<file path="src/rtl/mem_port_arbiter_pkg.sv">
// Shared types for the IF/DM memory port arbiter: FSM state and owner
// encodings plus a counter-width helper.
package mem_port_arbiter_pkg;

    typedef enum logic [1:0] {
        ST_IDLE  = 2'd0,
        ST_ISSUE = 2'd1,
        ST_WAIT  = 2'd2,
        ST_RESP  = 2'd3
    } arb_state_e;

    typedef enum logic {
        OWN_IF = 1'b0,
        OWN_DM = 1'b1
    } arb_owner_e;

    // Bits needed to hold values 0..n_values-1, never less than one.
    function automatic int cnt_width(input int n_values);
        return (n_values > 1) ? $clog2(n_values) : 1;
    endfunction

endpackage

</file>
<file path="src/rtl/mem_port_arbiter_if.sv">
// Bundle of the IF fetch port, the DM load/store port and the memory-side
// port. The arbiter connects through the slave modport; the CPU/memory
// side (or a bench) uses the master modport.
interface mem_port_arbiter_if #(
    parameter int ADDR_WIDTH = 64,
    parameter int DATA_WIDTH = 64
);
    // Instruction-fetch port
    logic                  if_req;
    logic [ADDR_WIDTH-1:0] if_addr;
    logic                  if_gnt;
    logic                  if_rvalid;
    logic [DATA_WIDTH-1:0] if_rdata;

    // Data-memory port
    logic                  dm_req;
    logic                  dm_we;
    logic [ADDR_WIDTH-1:0] dm_addr;
    logic [DATA_WIDTH-1:0] dm_wdata;
    logic                  dm_gnt;
    logic                  dm_rvalid;
    logic [DATA_WIDTH-1:0] dm_rdata;

    // Unified memory port
    logic                  mem_en;
    logic                  mem_we;
    logic [ADDR_WIDTH-1:0] mem_addr;
    logic [DATA_WIDTH-1:0] mem_wdata;
    logic [DATA_WIDTH-1:0] mem_rdata;

    logic                  busy;

    modport slave (
        input  if_req, if_addr,
        input  dm_req, dm_we, dm_addr, dm_wdata,
        input  mem_rdata,
        output if_gnt, if_rvalid, if_rdata,
        output dm_gnt, dm_rvalid, dm_rdata,
        output mem_en, mem_we, mem_addr, mem_wdata,
        output busy
    );

    modport master (
        output if_req, if_addr,
        output dm_req, dm_we, dm_addr, dm_wdata,
        output mem_rdata,
        input  if_gnt, if_rvalid, if_rdata,
        input  dm_gnt, dm_rvalid, dm_rdata,
        input  mem_en, mem_we, mem_addr, mem_wdata,
        input  busy
    );

endinterface

</file>
<file path="src/rtl/mem_port_arbiter_latency_counter.sv">
// arb_latency_counter: loadable down-counter with a zero flag. The arbiter
// loads it when entering WAIT and leaves WAIT once it reads zero.
module arb_latency_counter #(
    parameter int WIDTH = 1
) (
    input  logic             clk,
    input  logic             reset_n,
    input  logic             i_load,
    input  logic [WIDTH-1:0] i_load_val,
    input  logic             i_dec,
    output logic             o_zero
);

    logic [WIDTH-1:0] r_cnt;

    // Load has priority; decrement stops at zero.
    always_ff @(posedge clk or negedge reset_n) begin
        if (!reset_n) begin
            r_cnt <= '0;
        end else if (i_load) begin
            r_cnt <= i_load_val;
        end else if (i_dec && (r_cnt != '0)) begin
            r_cnt <= r_cnt - WIDTH'(1);
        end
    end

    assign o_zero = (r_cnt == '0);

endmodule

</file>
<file path="src/rtl/mem_port_arbiter.sv">
// mem_port_arbiter: shares one single-ported memory between the instruction
// fetch port (IF) and the data-memory port (DM). One access at a time runs
// IDLE -> ISSUE -> WAIT (MEM_LATENCY cycles) -> RESP -> IDLE.
// Contention: DM wins until IF has lost STARVE_LIMIT times in a row.
// Build option: define ARB_ROUND_ROBIN_EN to resolve contention by
// alternating winners instead (IF wins the first contention after reset).
module mem_port_arbiter
    import mem_port_arbiter_pkg::*;
#(
    parameter int ADDR_WIDTH   = 64,
    parameter int DATA_WIDTH   = 64,
    parameter int MEM_LATENCY  = 1,
    parameter int STARVE_LIMIT = 4
) (
    input  logic                clk,
    input  logic                reset_n,
    mem_port_arbiter_if.slave   bus
);

    localparam int               LAT_W    = cnt_width(MEM_LATENCY);
    localparam logic [LAT_W-1:0] LAT_LOAD = LAT_W'(MEM_LATENCY - 1);

    arb_state_e            r_state;
    arb_owner_e            r_owner;
    logic                  r_we;
    logic                  r_mem_en;
    logic                  r_mem_we;
    logic [ADDR_WIDTH-1:0] r_mem_addr;
    logic [DATA_WIDTH-1:0] r_mem_wdata;
    logic                  r_if_rvalid;
    logic [DATA_WIDTH-1:0] r_if_rdata;
    logic                  r_dm_rvalid;
    logic [DATA_WIDTH-1:0] r_dm_rdata;

    logic                  w_if_win;
    logic                  w_dm_win;
    logic                  w_contend;
    logic                  w_lat_zero;

    assign w_contend = bus.if_req && bus.dm_req;

`ifdef ARB_ROUND_ROBIN_EN
    arb_owner_e r_last_owner;

    // Remember who was granted last so contention alternates.
    always_ff @(posedge clk or negedge reset_n) begin
        if (!reset_n) begin
            r_last_owner <= OWN_DM;
        end else if (w_if_win) begin
            r_last_owner <= OWN_IF;
        end else if (w_dm_win) begin
            r_last_owner <= OWN_DM;
        end
    end
`else
    localparam int STARVE_W = cnt_width(STARVE_LIMIT + 1);

    logic [STARVE_W-1:0] r_starve_cnt;

    // Count consecutive IF losses; any IF grant clears the count.
    always_ff @(posedge clk or negedge reset_n) begin
        if (!reset_n) begin
            r_starve_cnt <= '0;
        end else if (w_if_win) begin
            r_starve_cnt <= '0;
        end else if (w_dm_win && w_contend) begin
            r_starve_cnt <= r_starve_cnt + STARVE_W'(1);
        end
    end
`endif

    // Pick the winner; grants exist only while IDLE.
    always_comb begin
        // NOTE: every always_comb output gets a default first so no path can infer a latch.
        w_if_win = 1'b0;
        w_dm_win = 1'b0;
        if (r_state == ST_IDLE) begin
            if (w_contend) begin
`ifdef ARB_ROUND_ROBIN_EN
                if (r_last_owner == OWN_DM) begin
                    w_if_win = 1'b1;
                end else begin
                    w_dm_win = 1'b1;
                end
`else
                if (r_starve_cnt < STARVE_W'(STARVE_LIMIT)) begin
                    w_dm_win = 1'b1;
                end else begin
                    w_if_win = 1'b1;
                end
`endif
            end else begin
                w_if_win = bus.if_req;
                w_dm_win = bus.dm_req;
            end
        end
    end

    arb_latency_counter #(
        .WIDTH      (LAT_W)
    ) u_lat_cnt (
        .clk        (clk),
        .reset_n    (reset_n),
        .i_load     (r_state == ST_ISSUE),
        .i_load_val (LAT_LOAD),
        .i_dec      (r_state == ST_WAIT),
        .o_zero     (w_lat_zero)
    );

    // Access FSM with registered memory strobes and response outputs.
    always_ff @(posedge clk or negedge reset_n) begin
        if (!reset_n) begin
            // NOTE: response data flops are reset too, so outputs read 0 right after reset.
            r_state     <= ST_IDLE;
            r_owner     <= OWN_IF;
            r_we        <= 1'b0;
            r_mem_en    <= 1'b0;
            r_mem_we    <= 1'b0;
            r_mem_addr  <= '0;
            r_mem_wdata <= '0;
            r_if_rvalid <= 1'b0;
            r_if_rdata  <= '0;
            r_dm_rvalid <= 1'b0;
            r_dm_rdata  <= '0;
        end else begin
            // NOTE: non-blocking assignments so every flop here sees pre-edge values.
            r_if_rvalid <= 1'b0;
            r_dm_rvalid <= 1'b0;
            case (r_state)
                ST_IDLE: begin
                    if (w_if_win || w_dm_win) begin
                        r_owner     <= w_dm_win ? OWN_DM : OWN_IF;
                        r_we        <= w_dm_win && bus.dm_we;
                        r_mem_en    <= 1'b1;
                        r_mem_we    <= w_dm_win && bus.dm_we;
                        r_mem_addr  <= w_dm_win ? bus.dm_addr : bus.if_addr;
                        r_mem_wdata <= w_dm_win ? bus.dm_wdata : '0;
                        r_state     <= ST_ISSUE;
                    end
                end
                ST_ISSUE: begin
                    r_mem_en <= 1'b0;
                    r_mem_we <= 1'b0;
                    r_state  <= ST_WAIT;
                end
                ST_WAIT: begin
                    if (w_lat_zero) begin
                        r_state <= ST_RESP;
                        if (r_owner == OWN_IF) begin
                            r_if_rvalid <= 1'b1;
                            r_if_rdata  <= bus.mem_rdata;
                        end else begin
                            r_dm_rvalid <= 1'b1;
                            r_dm_rdata  <= r_we ? '0 : bus.mem_rdata;
                        end
                    end
                end
                ST_RESP: begin
                    r_state <= ST_IDLE;
                end
                default: begin
                    r_state <= ST_IDLE;
                end
            endcase
        end
    end

    assign bus.if_gnt    = w_if_win;
    assign bus.dm_gnt    = w_dm_win;
    assign bus.if_rvalid = r_if_rvalid;
    assign bus.if_rdata  = r_if_rdata;
    assign bus.dm_rvalid = r_dm_rvalid;
    assign bus.dm_rdata  = r_dm_rdata;
    assign bus.mem_en    = r_mem_en;
    assign bus.mem_we    = r_mem_we;
    assign bus.mem_addr  = r_mem_addr;
    assign bus.mem_wdata = r_mem_wdata;
    assign bus.busy      = (r_state != ST_IDLE);

endmodule
</file>
<file path="src/flat_wrapper.sv">
// flat-port wrapper written by rule: the top's interface ports become plain ports
module mem_port_arbiter_flat import mem_port_arbiter_pkg::*;
#(
    parameter int ADDR_WIDTH   = 64,
    parameter int DATA_WIDTH   = 64,
    parameter int MEM_LATENCY  = 1,
    parameter int STARVE_LIMIT = 4
)
  (clk, reset_n, bus_if_req, bus_if_addr, bus_dm_req, bus_dm_we, bus_dm_addr, bus_dm_wdata, bus_mem_rdata, bus_if_gnt, bus_if_rvalid, bus_if_rdata, bus_dm_gnt, bus_dm_rvalid, bus_dm_rdata, bus_mem_en, bus_mem_we, bus_mem_addr, bus_mem_wdata, bus_busy);
  mem_port_arbiter_if #(.ADDR_WIDTH(ADDR_WIDTH), .DATA_WIDTH(DATA_WIDTH)) bus_i ();
  input  logic clk;
  input  logic reset_n;
  input wire logic [$bits(bus_i.if_req)-1:0] bus_if_req;
  input wire logic [$bits(bus_i.if_addr)-1:0] bus_if_addr;
  input wire logic [$bits(bus_i.dm_req)-1:0] bus_dm_req;
  input wire logic [$bits(bus_i.dm_we)-1:0] bus_dm_we;
  input wire logic [$bits(bus_i.dm_addr)-1:0] bus_dm_addr;
  input wire logic [$bits(bus_i.dm_wdata)-1:0] bus_dm_wdata;
  input wire logic [$bits(bus_i.mem_rdata)-1:0] bus_mem_rdata;
  output wire logic [$bits(bus_i.if_gnt)-1:0] bus_if_gnt;
  output wire logic [$bits(bus_i.if_rvalid)-1:0] bus_if_rvalid;
  output wire logic [$bits(bus_i.if_rdata)-1:0] bus_if_rdata;
  output wire logic [$bits(bus_i.dm_gnt)-1:0] bus_dm_gnt;
  output wire logic [$bits(bus_i.dm_rvalid)-1:0] bus_dm_rvalid;
  output wire logic [$bits(bus_i.dm_rdata)-1:0] bus_dm_rdata;
  output wire logic [$bits(bus_i.mem_en)-1:0] bus_mem_en;
  output wire logic [$bits(bus_i.mem_we)-1:0] bus_mem_we;
  output wire logic [$bits(bus_i.mem_addr)-1:0] bus_mem_addr;
  output wire logic [$bits(bus_i.mem_wdata)-1:0] bus_mem_wdata;
  output wire logic [$bits(bus_i.busy)-1:0] bus_busy;
  assign bus_i.if_req = bus_if_req;
  assign bus_i.if_addr = bus_if_addr;
  assign bus_i.dm_req = bus_dm_req;
  assign bus_i.dm_we = bus_dm_we;
  assign bus_i.dm_addr = bus_dm_addr;
  assign bus_i.dm_wdata = bus_dm_wdata;
  assign bus_i.mem_rdata = bus_mem_rdata;
  assign bus_if_gnt = bus_i.if_gnt;
  assign bus_if_rvalid = bus_i.if_rvalid;
  assign bus_if_rdata = bus_i.if_rdata;
  assign bus_dm_gnt = bus_i.dm_gnt;
  assign bus_dm_rvalid = bus_i.dm_rvalid;
  assign bus_dm_rdata = bus_i.dm_rdata;
  assign bus_mem_en = bus_i.mem_en;
  assign bus_mem_we = bus_i.mem_we;
  assign bus_mem_addr = bus_i.mem_addr;
  assign bus_mem_wdata = bus_i.mem_wdata;
  assign bus_busy = bus_i.busy;
  mem_port_arbiter #(.ADDR_WIDTH(ADDR_WIDTH), .DATA_WIDTH(DATA_WIDTH), .MEM_LATENCY(MEM_LATENCY), .STARVE_LIMIT(STARVE_LIMIT)) u_core (.clk(clk), .reset_n(reset_n), .bus(bus_i));
endmodule
</file>
<file path="config.mk">
export PLATFORM = sky130hd
export DESIGN_NAME = mem_port_arbiter_flat
export DESIGN_NICKNAME = d
export VERILOG_FILES = /design/src/rtl/mem_port_arbiter_pkg.sv /design/src/rtl/mem_port_arbiter_if.sv /design/src/rtl/mem_port_arbiter_latency_counter.sv /design/src/rtl/mem_port_arbiter.sv /design/src/flat_wrapper.sv
export SDC_FILE = /design/constraint.sdc
export NUM_CORES = 1
export LEC_CHECK = 0
export CAP_MARGIN = 20
export CORE_AREA = 2 2 205 207
export DETAILED_ROUTE_END_ITERATION = 8
export DIE_AREA = 0 0 207 209
export GPL_ROUTABILITY_DRIVEN = 0
export HOLD_SLACK_MARGIN = 0.03
export PLACE_DENSITY = 0.57
export SLEW_MARGIN = 40
export SYNTH_ARGS = -nofsm -noshare
export SYNTH_HDL_FRONTEND = slang
export SYNTH_SLANG_ARGS = --single-unit
</file>
<file path="constraint.sdc">
create_clock -name clk -period 2.1 [get_ports clk]
set_input_delay 0.21 -clock clk [delete_from_list [all_inputs] [get_ports clk]]
set_output_delay 0.21 -clock clk [all_outputs]
set_load 0.1 [all_outputs]
</file>
==> results.cfg, run 1 <==
[outcome]
outcome = complete, no violations

[detailed_routing]
firstDrtPassIters = 5
via_per_inst = 4.813
final_antenna_net_count = 0
drc_errors = 0
avgRoutedWirePerCell_um = 19.33
drt_iter0_markers = 430
vias = 9871
drt-total-wl_mm = 39.65

[critical_path]
cp-start-kind = flop
cp_max_fo = 5
cp_data_required_time_ns = 1.89
crit_arrival_ns = 1.78
path_class = reg -> out
end_kind = output port

[cts]
cts_tree = built
cts_buffer_depth = 3
cts.sink_count = 268
root_buffer = clkbuf_16
cts_max_level = 1
numCtsBuffers = 31
clock_latency_ns = 0.55
clk_pin_slew_ns = 0.06

[placement]
port_buffers = 523
placed_area_um2 = 16590
place_hpwl_mm = 28.22

[sta]
max_freq_ghz = 0.5019
fin_hold_ws_ns = 0.07374
relSlewSlack_pct = 54.85
period_needed_ns = 1.993
worst_slew_pin_slew_ns = 0.6772
setup_violations = 0
finalSetupTns_ns = 0
fin_skew_ns = 0.007548
slew_violations = 0
grt_setup_unrepaired = false
finalCritPeriodShare_pct = 94.88
hold_viol_final = 0

[final_layout]
mostFrequentLayoutCells = buf_4 (293), dfrtp_1 (268), clkdlybuf4s50_1 (258)
stdcell_area_um2 = 17810
diodes = 0
layout_commonest_cell = buf_4
fillers = 4011
num-nets-final = 1755
final_util_pct = 43.14
drive_above_1_share_pct = 29.50
syn_to_final_growth_pct = 58.75

[logic_synthesis]
ys_ff_latch = 268
yosys.area.top_type = dfrtp_1
postSynthCellCount = 979
yosys.area.top_type_share_pct = 59.77
seq_area_frac_synth_pct = 59.77
synth_edf_count = 0
synth_nets = 1245
ys_top_cells_by_area = dfrtp_1 (60%), mux2_2 (6.6%), o21ai_0 (5.7%)
synth_ff_type = dfrtp_1
syn_area_um2 = 11220
async_flop_share_pct = 100.0
syn_avg_cell_area_um2 = 11.46
ys_types = 32
ys.warnings.count = 0

[die]
core_area_um2 = 41290
die_area_um2 = 43260
initial_utilization_pct = 27.18
io_pins = 524
fp.dieW_um = 207
num_rows = 75
die_y_um = 209

[global_routing]
grt_pass1_wl_mm = 60.71
grt_usage_pct = 17.57
grt_overflow = 0
antenna_found_initial = 0
grt_max_degree = 130
grt_pass1_vias = 10000

[hold_path]
min_path_type = in -> reg

[flow_run]
cap_violations = 0
==> sequential cells by signal, summed over array words and instances (netlist names) <==
| register | count |
|---|---|
| u_core.bus.mem_wdata | 64 |
| u_core.bus.if_rvalid | 1 |
| u_core.bus.mem_en | 1 |
| u_core.bus.if_rdata | 64 |
| u_core.bus.mem_addr | 64 |
| u_core.bus.mem_we | 1 |
| u_core.r_starve_cnt | 3 |
| u_core.r_state | 2 |
| u_core.bus.dm_rdata | 64 |
| u_core.r_owner | 1 |
| u_core.r_we | 1 |
| u_core.bus.dm_rvalid | 1 |
| u_core.u_lat_cnt.r_cnt | 1 |
==> cell type report <==
cell class / instances / area, µm² / share of cell area (%)
Multi-Input combinational cell: 608 / 4074 / 22.87
Timing Repair Buffer: 574 / 5216 / 29.28
Inverter: 6 / 22.52 / 0.1264
Clock buffer: 43 / 900.9 / 5.057
Tap cell: 539 / 674.4 / 3.786
Clock inverter: 13 / 219.0 / 1.229
Sequential cell: 268 / 6706 / 37.65
==> cells by family (layout without fill, tap and decap cells) <==
logic type               Yosys count  after routing  share of synthesized area, %
flip-flops                       268            268                         59.77
adder cells (fa/ha/maj)            5              5                        0.5575
multiplexers                      66             66                         6.624
AO/OA/AOI/OAI                    330            330                         19.96
buffers and inverters            103            636                         4.349
AND/OR/NAND/NOR                  207            207                         8.742
==> layer usage <==
layer	up-vias	routed length, µm	track usage (%)
li1	4582	-	-
met1	4796	16830	23.20
met2	445	18920	28.99
met3	48	3243	4.629
met4	0	654	3.793
met5	-	0	0
==> critical path, stage by stage (launching register included) <==
cell,delay [ns]
dfrtp_1,0.39
inv_2,0.10
ha_4,0.19
nand2_2,0.10
nor2_4,0.14
buf_12,0.14
buf_12,0.17
==> synthesized netlist by cell type, types with 5 or more instances <==
master     instances
a22o_1            67
a31oi_1           64
buf_2             36
buf_4             13
clkbuf_1          47
dfrtp_1          268
ha_1               5
mux2_2            66
nand2_1           66
nand2b_1          64
nor2_1            67
o2111ai_1         64
o21ai_0          128
==> worst paths after layout <==
kind | startpoint | cells after the start | slack [ns] | to
min reg2reg | u_core.bus.dm_rdata[6]$_DFFE_PN0P_ | 2 | 0.48 | u_core.bus.dm_rdata[6]$_DFFE_PN0P_
min in group asynchronous | reset_n | 2 | 0.20 | u_core.bus.mem_addr[54]$_DFFE_PN0P_
max in group asynchronous | reset_n | 3 | 1.18 | u_core.bus.dm_rdata[32]$_DFFE_PN0P_
max | u_core.r_state[1]$_DFFE_PN0P_ | 6 | 0.11 | bus_dm_gnt
max reg2reg | u_core.r_state[0]$_DFFE_PN0P_ | 6 | 0.28 | u_core.bus.if_rdata[52]$_DFFE_PN0P_
min | bus_dm_req | 3 | 0.07 | u_core.bus.mem_addr[4]$_DFFE_PN0P_
==> per-stage QoR <==
stage | setup slack (ns) | cells
global placement | 0.2700 | 1988
floorplan | 0.06761 | 979
finish | 0.1075 | 2051
detailed placement | 0.2480 | 1988
CTS | 0.01248 | 2050
global route | 0.01605 | 2051
==> timing repair <==
action | CTS | global route
setup buffers | 4 | 1
endpoints found under the hold margin | 72 | 0
cloned | 1 | 0
pin swaps | 3 | 1
gates resized for setup | 5 | 1
setup endpoints to repair | 2 | 2
hold buffers | 1 | 0
Power of run 1 is not shown: default switching activity piles up to over one toggle a cycle in this logic, so the estimate is an artifact.
==> run 2, diff against run 1 <==
--- a/config.mk
+++ b/config.mk
@@ -5,7 +5,7 @@
 export SDC_FILE = /design/constraint.sdc
 export NUM_CORES = 1
 export LEC_CHECK = 0
-export CAP_MARGIN = 20
+export CAP_MARGIN = 10
 export CORE_AREA = 2 2 205 207
 export DETAILED_ROUTE_END_ITERATION = 8
 export DIE_AREA = 0 0 207 209
==> results of run 2 <==
The final DEF is identical to that of run 1; final timing and power are the same.
Power of run 2 is left out for the same reason.
